$ cat src/rtl/mem_wb_stage.sv
// MEM/WB pipeline register with load extraction and writeback source select.
// Also tracks instructions leaving WB and flags faulting loads.
module mem_wb_stage #(
  parameter int CNT_W = 32
) (
  input  logic             clk,
  input  logic             rst,
  input  logic             stall,
  input  logic             flush,
  input  logic             in_valid,
  input  logic [4:0]       in_rd,
  input  logic             in_reg_write,
  input  logic [1:0]       in_wb_sel,
  input  logic [2:0]       in_funct3,
  input  logic [31:0]      in_alu_result,
  input  logic [31:0]      in_pc_plus4,
  input  logic [31:0]      in_imm,
  input  logic [31:0]      mem_rdata,
  output logic [4:0]       wb_rd,
  output logic             wb_reg_write,
  output logic [31:0]      wb_data,
  output logic             wb_valid,
  output logic             load_fault,
  output logic [CNT_W-1:0] retired
);

  localparam logic [1:0] SEL_ALU  = 2'b00;
  localparam logic [1:0] SEL_LOAD = 2'b01;
  localparam logic [1:0] SEL_PC4  = 2'b10;

  logic             valid_q,     valid_d;
  logic [4:0]       rd_q,        rd_d;
  logic             reg_write_q, reg_write_d;
  logic [1:0]       wb_sel_q,    wb_sel_d;
  logic [2:0]       funct3_q,    funct3_d;
  logic [31:0]      alu_q,       alu_d;
  logic [31:0]      pc4_q,       pc4_d;
  logic [31:0]      imm_q,       imm_d;
  logic [31:0]      rdata_q,     rdata_d;
  logic [CNT_W-1:0] retired_q,   retired_d;

  logic [1:0]  off;
  logic [7:0]  ld_byte;
  logic [15:0] ld_half;
  logic [31:0] ld_val;
  logic        misaligned;
  logic        illegal;
  logic        fault;

  // Next stage contents: flush beats stall, stall beats capture; counter
  // advances whenever a valid occupant leaves WB.
  always_comb begin
    valid_d     = valid_q;
    rd_d        = rd_q;
    reg_write_d = reg_write_q;
    wb_sel_d    = wb_sel_q;
    funct3_d    = funct3_q;
    alu_d       = alu_q;
    pc4_d       = pc4_q;
    imm_d       = imm_q;
    rdata_d     = rdata_q;
    if (flush) begin
      valid_d     = 1'b0;
      rd_d        = '0;
      reg_write_d = 1'b0;
      wb_sel_d    = '0;
      funct3_d    = '0;
      alu_d       = '0;
      pc4_d       = '0;
      imm_d       = '0;
      rdata_d     = '0;
    end else if (!stall) begin
      valid_d     = in_valid;
      rd_d        = in_rd;
      reg_write_d = in_reg_write;
      wb_sel_d    = in_wb_sel;
      funct3_d    = in_funct3;
      alu_d       = in_alu_result;
      pc4_d       = in_pc_plus4;
      imm_d       = in_imm;
      rdata_d     = mem_rdata;
    end
    // Retirement is decided by stall alone, so flush+stall does not count.
    retired_d = retired_q + {{(CNT_W-1){1'b0}}, (valid_q & ~stall)};
  end

  // Stage and counter registers with asynchronous clear.
  always_ff @(posedge clk or posedge rst) begin
    if (rst) begin
      valid_q     <= 1'b0;
      rd_q        <= '0;
      reg_write_q <= 1'b0;
      wb_sel_q    <= '0;
      funct3_q    <= '0;
      alu_q       <= '0;
      pc4_q       <= '0;
      imm_q       <= '0;
      rdata_q     <= '0;
      retired_q   <= '0;
    end else begin
      valid_q     <= valid_d;
      rd_q        <= rd_d;
      reg_write_q <= reg_write_d;
      wb_sel_q    <= wb_sel_d;
      funct3_q    <= funct3_d;
      alu_q       <= alu_d;
      pc4_q       <= pc4_d;
      imm_q       <= imm_d;
      rdata_q     <= rdata_d;
      retired_q   <= retired_d;
    end
  end

  // Byte/halfword extraction and fault detection from the held memory word.
  always_comb begin
    off = alu_q[1:0];
    case (off)
      2'd0:    ld_byte = rdata_q[7:0];
      2'd1:    ld_byte = rdata_q[15:8];
      2'd2:    ld_byte = rdata_q[23:16];
      default: ld_byte = rdata_q[31:24];
    endcase
    ld_half    = off[1] ? rdata_q[31:16] : rdata_q[15:0];
    ld_val     = '0;
    misaligned = 1'b0;
    illegal    = 1'b0;
    case (funct3_q)
      3'b000: ld_val = {{24{ld_byte[7]}}, ld_byte};
      3'b100: ld_val = {24'h0, ld_byte};
      3'b001: begin
        ld_val     = {{16{ld_half[15]}}, ld_half};
        misaligned = off[0];
      end
      3'b101: begin
        ld_val     = {16'h0, ld_half};
        misaligned = off[0];
      end
      3'b010: begin
        ld_val     = rdata_q;
        misaligned = (off != 2'd0);
      end
      default: illegal = 1'b1;
    endcase
    fault = valid_q & (wb_sel_q == SEL_LOAD) & (misaligned | illegal);
  end

  // Writeback source mux and register-bank qualifiers.
  always_comb begin
    case (wb_sel_q)
      SEL_ALU:  wb_data = alu_q;
      SEL_LOAD: wb_data = fault ? 32'h0 : ld_val;
      SEL_PC4:  wb_data = pc4_q;
      default:  wb_data = imm_q;
    endcase
    wb_reg_write = valid_q & reg_write_q & (rd_q != 5'd0) & ~fault;
    wb_rd        = rd_q;
    wb_valid     = valid_q;
    load_fault   = fault;
    retired      = retired_q;
  end

endmodule

$ cat config.mk
export PLATFORM = sky130hd
export DESIGN_NAME = mem_wb_stage
export DESIGN_NICKNAME = d
export VERILOG_FILES = /design/src/rtl/mem_wb_stage.sv
export SDC_FILE = /design/constraint.sdc
export NUM_CORES = 1
export LEC_CHECK = 0
export CORE_MARGIN = 2
export CORE_UTILIZATION = 45
export CTS_BUF_LIST = sky130_fd_sc_hd__clkbuf_4 sky130_fd_sc_hd__clkbuf_8
export DETAILED_ROUTE_END_ITERATION = 8
export PLACE_DENSITY = 0.74
export SYNTH_ARGS = -nofsm -noshare
export SYNTH_HDL_FRONTEND = slang
export SYNTH_SLANG_ARGS = --single-unit
export TNS_END_PERCENT = 10
$ cat constraint.sdc
create_clock -name clk -period 9.8 [get_ports clk]
set_input_delay 1.47 -clock clk [delete_from_list [all_inputs] [get_ports clk]]
set_output_delay 1.47 -clock clk [all_outputs]
set_load 0.1 [all_outputs]
# Yosys cells after proc, flatten, opt, wreduce, memory -nomap -nowiden
# Cells that the tools add are included.
[word_totals]
register_bits = 172
output_inout_bits = 72
[classes]
mux = 25
bitwise_logic = 9
add_sub_neg = 1
reduce_logical = 7
n_eq_ne = 9
[op_table]
columns = ["op", "n"]
rows = [
  ["32-bit two-way mux", 9],
  ["32-bit case mux with 5 select lines", 1],
  ["32-bit case mux with 3 select lines", 1],
  ["32-bit by 1-bit adder with 32-bit output", 1],
  ["8-bit case mux with 3 select lines", 1],
  ["16-bit two-way mux", 1],
  ["5-bit two-way mux", 2],
  ["1-bit AND", 6],
  ["3-bit == test (second input constant)", 2],
  ["3-bit two-way mux", 2],
  ["1-bit two-way mux", 5],
  ["5-bit nonzero test", 1],
  ["5-bit OR reduction", 1],
  ["2-bit by 1-bit == test with 1-bit output (second input constant)", 2],
  ["2-bit == test (second input constant)", 2],
  ["2-bit zero test", 2],
  ["2-bit two-way mux", 2],
  ["3-bit by 1-bit == test with 1-bit output (second input constant)", 1],
  ["3-bit by 2-bit == test with 1-bit output (second input constant)", 1],
  ["3-bit zero test", 1],
  ["2-bit by 1-bit inequality test with 1-bit output (second input constant)", 1],
  ["1-bit inverter", 2],
  ["1-bit case mux with 2 select lines", 1],
  ["2-bit nonzero test", 1],
  ["other kinds (2)", 2],
]

# Depth between registers and ports, before layout
# Gate-level depths: netlist of run 1.
[depth]
depth_word = 7
depth_mapped = 10

# Worst setup path before layout of run 1
# No wires, ideal clock.
[synth_timing]
kind = "flip-flop to output port"
start = "register valid_q, in the netlist wb_valid"
end = "output port wb_reg_write"
path_buffers = 0
required_ns = 8.330
slack_ns = 2.117
arrival_time_ns = 6.213
path_stages_with_launch = 4
path_cell_list = "dfrtp_1 > o21ai_0 > nor4b_1 > nor2_1"
[synth_via]
elab_chain_cells = 4
word_cells_on_any_way = 6
[synth_lines]
columns = ["item", "line_no", "text"]
rows = [
  ["start, declared", "31", "logic valid_q, valid_d;"],
  ["start signal, assigned", "101", "valid_q <= valid_d;"],
  ["1-bit AND (2 in a row)", "144", "fault = valid_q & (wb_sel_q == SEL_LOAD) & (misaligned | illegal);"],
  ["named net load_fault", "23", "output logic load_fault,"],
  ["1-bit inverter", "155", "wb_reg_write = valid_q & reg_write_q & (rd_q != 5'd0) & ~fault;"],
  ["1-bit AND", "155", ""],
  ["end, declared", "20", "output logic wb_reg_write,"],
]
# The timed path passes the listed nets, and every way through them passes these cells.

# Final worst setup path of run 1
[layout_timing]
start = "register wb_sel_q[0]"
end = "output port wb_data[5]"
[layout_via]
elab_chain_cells = 5
word_cells_on_any_way = 7
[layout_lines]
columns = ["item", "line_no", "text"]
rows = [
  ["start, declared", "34", "logic [1:0] wb_sel_q, wb_sel_d;"],
  ["start signal, assigned", "104", "wb_sel_q <= wb_sel_d;"],
  ["2-bit by 1-bit == test with 1-bit output", "144, 149", ""],
  ["1-bit AND (2 in a row)", "144", ""],
  ["32-bit two-way mux", "151", "SEL_LOAD: wb_data = fault ? 32'h0 : ld_val;"],
  ["32-bit case mux with 3 select lines (*)", "149", "case (wb_sel_q)"],
  ["end, declared", "21", "output logic [31:0] wb_data,"],
]
# Mark *: on every way between the ends. The rest lies on a longest branch, timed or not.

==> reports/qor.csv, run 1 <==
metric;value;unit
port_buffers;215;
routed_wirelength;25000;um
start_kind;flop;
grt_start_max_net_pins;110;
ys_seq_elements;172;
synth_edf_count;0;
cts_buffer_depth;2;
finClkSkew;0.00689;ns
cts-buffers-inserted;17;
max-cap-violations;0;
avgSynthCellArea;10.4;um^2
synthFlopType;dfrtp_1;
area_delta_synth_final;30.5;%
fin_tns_setup;0;ns
num_vias;7237;
r2r_slack;7.72;ns
status;completed;
cts_tree;yes;
critPathKind;flop to output port;
synth_nets;986;
clock_sinks;172;
synth_area_leaders;dfrtp_1, mux2i_1, nor2_1;
worst_pin_slew;1.10;ns
critPathSlowestCell;clkdlybuf4s50_1;
cts_resized;0;
grt_pass1_wl;39800;um
grt.overflow.total;0;
rows;50;
wl_per_cell;19.4;um
coreArea;18800;um^2
fillCellCount;1609;
path_cells;buf_4 -> nor2_4 -> a21oi_1 -> a41oi_1 -> a21boi_0 -> clkdlybuf4s50_1;
dpl_cell_area;11000;um^2
critPathMaxStageDelay;1.19;ns
worstHoldStart;retired[31];
drc;0;
dieArea;20500;um^2
netlist_area;8710;um^2
timing.final.crit_period;5.63;ns
slew-limit-headroom;26.3;%
dp_slack;4.77;ns
dr.first_iter.drc_count;589;
fp.dieW;143;um
viasPerCell;5.61;
htreeDepth;4;
regArea;4300;um^2
yosysUniqueCellTypes;49;
num_io_pins;216;
ys_top_cells_by_count;dfrtp_1, nor2_1, mux2i_1;
p_leak;5.22;nW
rsz0062_at_grt;no;
clock-root-buffer;clkbuf_8;
post-cts-setup-buffers;0;
hold_path_class;flop to flop;
synth.top_cell.area_share;49.4;%
dpl.hpwl;17800;um
hold_violations;0;
post-route-period-util;57.4;%
post-synth-top-count-cell;dfrtp_1;
multi_input_area;4110;um^2
antenna_found_initial;2;
whs_path_depth;1;
final_layout_size_suffix_gt1_share;5.35;%
setup_ws;4.17;ns
arrival;4.16;ns
final_max_slew_viol_count;0;
ys.warnings.count;0;
cp_max_fo;46;
hold-worst-slack;0.475;ns
synth_top_area_cell;dfrtp_1;
layout.nets;1161;
drt_pre_antenna_iters;5;
cts.clk_slew.worst_paths;0.09;ns
reg2reg_to;retired[30];
clkLatencyLatePin;0.46;ns
cts_hold_buf;0;
cp-end-kind;output port;
ff2ff_path_depth;6;
finalSetupViolCount;0;
yosysSeqAreaShare;49.4;%
die_h;143;um
vdd_drop_max;0.0000838;V
ys_async_sr_fraction;100;%
grt_usage;25.2;%
holdPathEnd;retired[31];
pwr_density_cell;151;nW/um^2
ant_nets;0;
gp_congestion;0.875;
fmax;178;MHz
finalPower;1.72;mW
grt_pass1_vias;7233;
synthesis.instances;840;
final_area;11400;um^2
r2r_start;wb_valid;
cp_data_required_time;8.33;ns
start_util;46.3;%
-- worst max path at each step --
stage	slack, ns	start	depth (start not counted)	end
floorplan	2.12	wb_valid	3	wb_reg_write
global placement	4.84	wb_sel_q[0]	6	wb_data[8]
detailed placement	4.77	wb_sel_q[0]	6	wb_data[5]
CTS	4.19	wb_sel_q[0]	6	wb_data[5]
global route	4.02	wb_sel_q[0]	6	wb_data[5]
finish	4.17	wb_sel_q[0]	6	wb_data[5]
-- through the flow --
step / util, % / instances
after floorplan: - / 840
after global placement: 58.2 / 1256
after detailed placement: 58.2 / 1256
after CTS: 60.4 / 1288
after global routing: 60.4 / 1289
final: 60.4 / 1289
-- layout make-up --
| class | count | area share, % |
|---|---|---|
| sequential | 172 | 37.9 |
| antenna | 1 | 0.0220 |
| tap | 260 | 2.86 |
| clock buffer | 19 | 2.25 |
| timing repair buffer | 223 | 19.4 |
| multi-input combinational | 598 | 36.2 |
| inverter | 3 | 0.143 |
| clock inverter | 13 | 1.24 |
-- metal layers --
layer | global-route usage [%] | vias to the layer above | routed length, um | part of all wire [%]
li1 | - | 3323 | - | -
met1 | 34.3 | 3535 | 10800 | 43
met2 | 39.3 | 323 | 11500 | 46
met3 | 5.26 | 56 | 1800 | 7.2
met4 | 10.6 | 0 | 885 | 3.5
met5 | 0 | - | 0 | 0
-- power breakdown --
part	internal, mW	switching, mW	leakage, nW
clock network	0.237	0.267	0.196
logic	0.152	0.272	2.74
registers	0.749	0.0439	2.29
-- flip-flops by register name, indices dropped and copies added, names as in the netlist --
signal	flops
wb_rd	5
funct3_q	3
reg_write_q	1
wb_sel_q	2
alu_q	32
imm_q	32
retired	32
rdata_q	32
wb_valid	1
pc4_q	32
-- cell usage in the layout (no fill, tap or decap), types with 12 or more instances in the layout --
cell type | Yosys | layout
clkdlybuf4s50_1 | 0 | 213
clkbuf_8 | 0 | 18
o21a_1 | 15 | 15
nor2_1 | 161 | 161
o21ai_0 | 20 | 20
xnor2_1 | 20 | 20
nand2_1 | 63 | 63
nand3_1 | 12 | 12
a221o_1 | 13 | 13
a31oi_1 | 16 | 16
a211oi_1 | 20 | 20
a21oi_1 | 16 | 16
o22a_1 | 16 | 16
dfrtp_1 | 172 | 172
mux2i_1 | 142 | 142
-- kinds of logic (layout without fill, tap and decap cells) --
logic type / count (synthesis) / in the layout / synth area share, %
AOI/OAI and AO/OA: 132 / 132 / 10.9
xor gates and xnor gates: 30 / 30 / 3.02
adders and majority gates: 2 / 2 / 0.287
buffers and inverters: 70 / 258 / 3.59
DFF: 172 / 172 / 49.4
muxes: 152 / 152 / 18.7
other: 0 / 1 / 0
and+or+nand+nor: 282 / 282 / 14.0
-- worst max-delay path, delay by kind of cell (launching register included) --
kind / cells / cell delay (ns)
AO/OA/AOI/OAI: 3 / 0.71
buffers and inverters: 2 / 1.51
flip-flops: 1 / 0.57
AND/OR/NAND/NOR: 1 / 0.87
(Power assumes the default switching activity.)
==> inputs of run 2 (changes only) <==
PLACE_DENSITY = 0.77   (was 0.74)
clock period = 4.8 ns   (was 9.8 ns; I/O delays follow)
==> reports/qor.csv, run 2 (synthesized netlist as in run 1, its figures left out) <==
metric;value;unit
drc;0;
power.switching;1.26;mW
met1Wirelength;10400;um
path_cells;nor4_1 -> nor4b_2 -> nor2_1 -> clkdlybuf4s50_1;
grt_pass1_wl;38000;um
r2r_start;wb_valid;
wl_met3;1830;um
wl_per_cell;19.2;um
htreeDepth;4;
finClkSkew;0.0166;ns
critPathMaxStageDelay;1.14;ns
dpl.hpwl;17700;um
routed_wirelength;24800;um
final_area;11300;um^2
num_io_pins;216;
num_vias;7196;
power.internal;2.22;mW
hold-worst-slack;0.497;ns
cts.clk_slew.worst_paths;0.10;ns
hold_path_class;flop to flop;
layout.nets;1164;
die_h;143;um
r2r_slack;2.89;ns
p_clk_share;28.7;%
fin_tns_setup;0;ns
fmax;251;MHz
start_kind;flop;
start_util;46.3;%
ff2ff_path_depth;6;
pwr_density_cell;308;nW/um^2
cp_data_required_time;4.08;ns
top_layer_used;met4;
cts_buffer_depth;2;
max-cap-violations;0;
dpl_cell_area;10900;um^2
clock-root-buffer;clkbuf_8;
ant_nets;0;
p_leak;5.29;nW
met2_wirelength;11600;um
clkLatencyLatePin;0.48;ns
worst_pin_slew;1.08;ns
critPathSlowestCell;clkdlybuf4s50_1;
grt_pass1_vias;6996;
grt_usage;24.4;%
switching_share;36.2;%
final_cell_mix;clkdlybuf4s50_1, dfrtp_1, nor2_1;
drt_pre_antenna_iters;5;
dp_slack;1.31;ns
holdPathEnd;retired[24];
crit_buf_inv;1;
clock_sinks;172;
critPathKind;flop to output port;
vdd_drop_max;0.000188;V
status;completed;
cts-buffers-inserted;17;
arrival;3.27;ns
crit_family;buffers and inverters;
area_delta_synth_final;29.8;%
timing.final.crit_period;3.99;ns
fp.dieW;143;um
setup_ws;0.813;ns
post-route-period-util;83.1;%
rsz0062_at_grt;no;
final_layout_size_suffix_gt1_share;8.83;%
rows;50;
power.share.sequential;46.5;%
cts_resized;0;
cp-end-kind;output port;
dp.cells;1259;
viasPerCell;5.57;
cts_hold_buf;0;
path_depth;4;
dieArea;20500;um^2
whs_path_depth;1;
gp_congestion;0.814;
cts_tree;yes;
final_max_slew_viol_count;0;
grt.overflow.total;0;
post-cts-setup-buffers;0;
layout_commonest_cell;clkdlybuf4s50_1;
worstHoldStart;retired[24];
antenna_found_initial;1;
port_buffers;215;
coreArea;18800;um^2
grt_start_max_net_pins;104;
power.combinational.fraction;24.8;%
reg2reg_to;retired[29];
hold_violations;0;
dr.first_iter.drc_count;474;
cp_max_fo;18;
finalNonFillerCells;1291;
slew-limit-headroom;28.2;%
finalSetupViolCount;0;
## run 2: cell types whose count changed in the layout (fill, tap and decap cells not counted), sizes merged
cell           previous run  this run
buf                      10        46
bufinv                    2         0
clkbuf                   19        17
clkdlybuf4s50           213       180
clkinv                    6         4
inv                       5        10
## run 2: worst max path at each step
stage | startpoint | end | slack, ns
after global routing | alu_q[1] | wb_reg_write | 0.61
after global placement | alu_q[1] | wb_reg_write | 1.36
after detailed placement | alu_q[1] | wb_reg_write | 1.31
after CTS | alu_q[1] | wb_reg_write | 0.78
final | alu_q[1] | wb_reg_write | 0.81
after floorplan | wb_valid | wb_reg_write | -0.11
## run 2: power by group through the flow
stage	Clock, mW	Sequential (mW)	Combinational [mW]
finish	0.999	1.62	0.861
global route	1.08	1.63	0.908
CTS	1.02	1.62	0.864
detailed placement	0	1.65	0.862
global placement	0	1.64	0.852
floorplan	0	1.73	0.478
## run 2: through the flow
stage          power (mW)  utilization [%]
2_1_floorplan        2.21                -
3_3_place_gp         2.49             58.0
3_5_place_dp         2.51             58.0
4_1_cts              3.50             60.0
5_1_grt              3.62             60.1
6_report             3.48             60.1
## run 2: layer usage
layer / track usage (%) / vias to the layer above
met4: 11.4 / 0
met5: 0 / -
li1: - / 3328
met3: 6.20 / 62
met1: 32.6 / 3485
met2: 37.5 / 321
## run 2: cell type report
type / instances / area [um^2]
fillers: 1583 / 7520
flip-flops and latches: 172 / 4300
multi-input cells: 598 / 4120
repair buffers: 226 / 2160
well taps: 260 / 325
clock buffers: 17 / 234
clock inverters: 14 / 148
inverters: 3 / 15.0
diodes: 1 / 2.50
==> inputs of run 3 (changes only) <==
PLACE_DENSITY = 0.74   (was 0.77)
clock period = 3.8 ns   (was 4.8 ns; I/O delays follow)
==> reports/qor.csv, run 3 (synthesized netlist as in run 1, its figures left out) <==
metric;value;unit
start_util;46.3;%
post-route-period-util;92.0;%
arrival;2.93;ns
finalSetupViolCount;0;
worst_pin_slew;0.998;ns
htreeDepth;4;
timing.final.crit_period;3.50;ns
critPathMaxStageDelay;0.70;ns
clkLatencyLatePin;0.46;ns
cp-end-kind;output port;
switching_share;34.7;%
coreArea;18800;um^2
cts_resized;0;
post-route-util;62.5;%
max-cap-violations;0;
vdd_drop_max;0.000221;V
dieArea;20500;um^2
final_max_slew_viol_count;0;
gp_congestion;0.795;
p_clk_share;28.3;%
path_cells;nor2_4 -> a21oi_1 -> a41oi_1 -> a21boi_0 -> buf_12;
setup_ws;0.303;ns
fp.dieW;143;um
wl_per_cell;19.4;um
cts-buffers-inserted;17;
critPathKind;flop to output port;
clock_sinks;172;
start_kind;flop;
slew-limit-headroom;33.3;%
grt_start_max_net_pins;80;
num_vias;7179;
cp_data_required_time;3.23;ns
cts_tree;yes;
port_buffers;215;
hold_path_class;flop to flop;
viasPerCell;5.54;
area_delta_synth_final;35.1;%
dpl.hpwl;17800;um
power.switching;1.56;mW
ant_nets;0;
final_layout_size_suffix_gt1_share;9.38;%
cts.clk_slew.worst_paths;0.09;ns
rows;50;
pwr_density_cell;382;nW/um^2
grt_usage;25.4;%
post-cts-setup-buffers;0;
p_leak;5.42;nW
cts_hold_buf;0;
dp_slack;0.714;ns
layout.nets;1167;
drc;0;
drt_pre_antenna_iters;5;
layout_commonest_cell;clkdlybuf4s50_1;
die_h;143;um
routed_wirelength;25200;um
rsz0062_at_grt;no;
grt.overflow.total;0;
clock-root-buffer;clkbuf_8;
critPathSlowestCell;nor2_4;
fillCellCount;1544;
antenna_found_initial;3;
grt_pass1_vias;7255;
dr.first_iter.drc_count;551;
final_cell_mix;clkdlybuf4s50_1, dfrtp_1, nor2_1;
fmax;286;MHz
hold_violations;0;
grt_pass1_wl;39900;um
status;completed;
finClkSkew;0.00758;ns
power.share.sequential;45.2;%
cp_max_fo;33;
power.internal;2.93;mW
num_io_pins;216;
power.combinational.fraction;26.4;%
cts_buffer_depth;2;
fin_tns_setup;0;ns
run 3: stage by stage:
| stage | hold slack [ns] | total power [mW] | instances | instance area (um^2) |
|---|---|---|---|---|
| after floorplan | 0.484 | 2.79 | 840 | 8720 |
| after global placement | 0.458 | 3.24 | 1262 | 11400 |
| after detailed placement | 0.482 | 3.26 | 1262 | 11400 |
| after CTS | 0.496 | 4.53 | 1294 | 11800 |
| after global routing | 0.511 | 4.69 | 1295 | 11800 |
| final | 0.493 | 4.50 | 1297 | 11800 |
run 3: metal layers:
layer	up-vias	routed length, um	share of wire [%]	track usage, %
li1	3338	-	-	-
met1	3533	10700	43	34.1
met2	274	11900	47	40.2
met3	34	2120	8.4	7.11
met4	0	502	2.0	7.66
met5	-	0	0	0
run 3: worst paths after layout:
kind / slack (ns) / end / cells past startpoint / from
hold reg to reg: 0.49 / retired[31] / 1 / retired[31]
max in group asynchronous: 2.49 / rdata_q[7] / 3 / rst
min in group asynchronous: 0.53 / retired[1] / 2 / rst
setup / recovery: 0.30 / wb_data[5] / 5 / wb_sel_q[0]
hold / removal: 0.49 / retired[31] / 1 / retired[31]
setup reg to reg: 1.94 / retired[30] / 6 / wb_valid
run 3: layout make-up:
type,instances,area (um^2),area share [%]
inverters,3,15.0,0.128
diodes,3,7.51,0.0638
repair buffers,229,2610,22.2
flip-flops and latches,172,4300,36.6
multi-input cells,598,4120,35.0
clock inverters,14,143,1.21
well taps,260,325,2.76
clock buffers,18,241,2.05
run 3: critical path: cells and delay by family (launching register included):
family	cells	cell delay, ns
AO/OA/AOI/OAI	3	0.87
flip-flops	1	0.63
buffers and inverters	1	0.24
AND/OR/NAND/NOR	1	0.70
run 3: power groups by stage:
stage	Combinational, mW	Sequential [mW]	Clock (mW)
2_1_floorplan	0.604	2.19	0
3_3_place_gp	1.18	2.06	0
3_5_place_dp	1.19	2.07	0
4_1_cts	1.20	2.03	1.30
5_1_grt	1.25	2.05	1.38
6_report	1.19	2.03	1.27
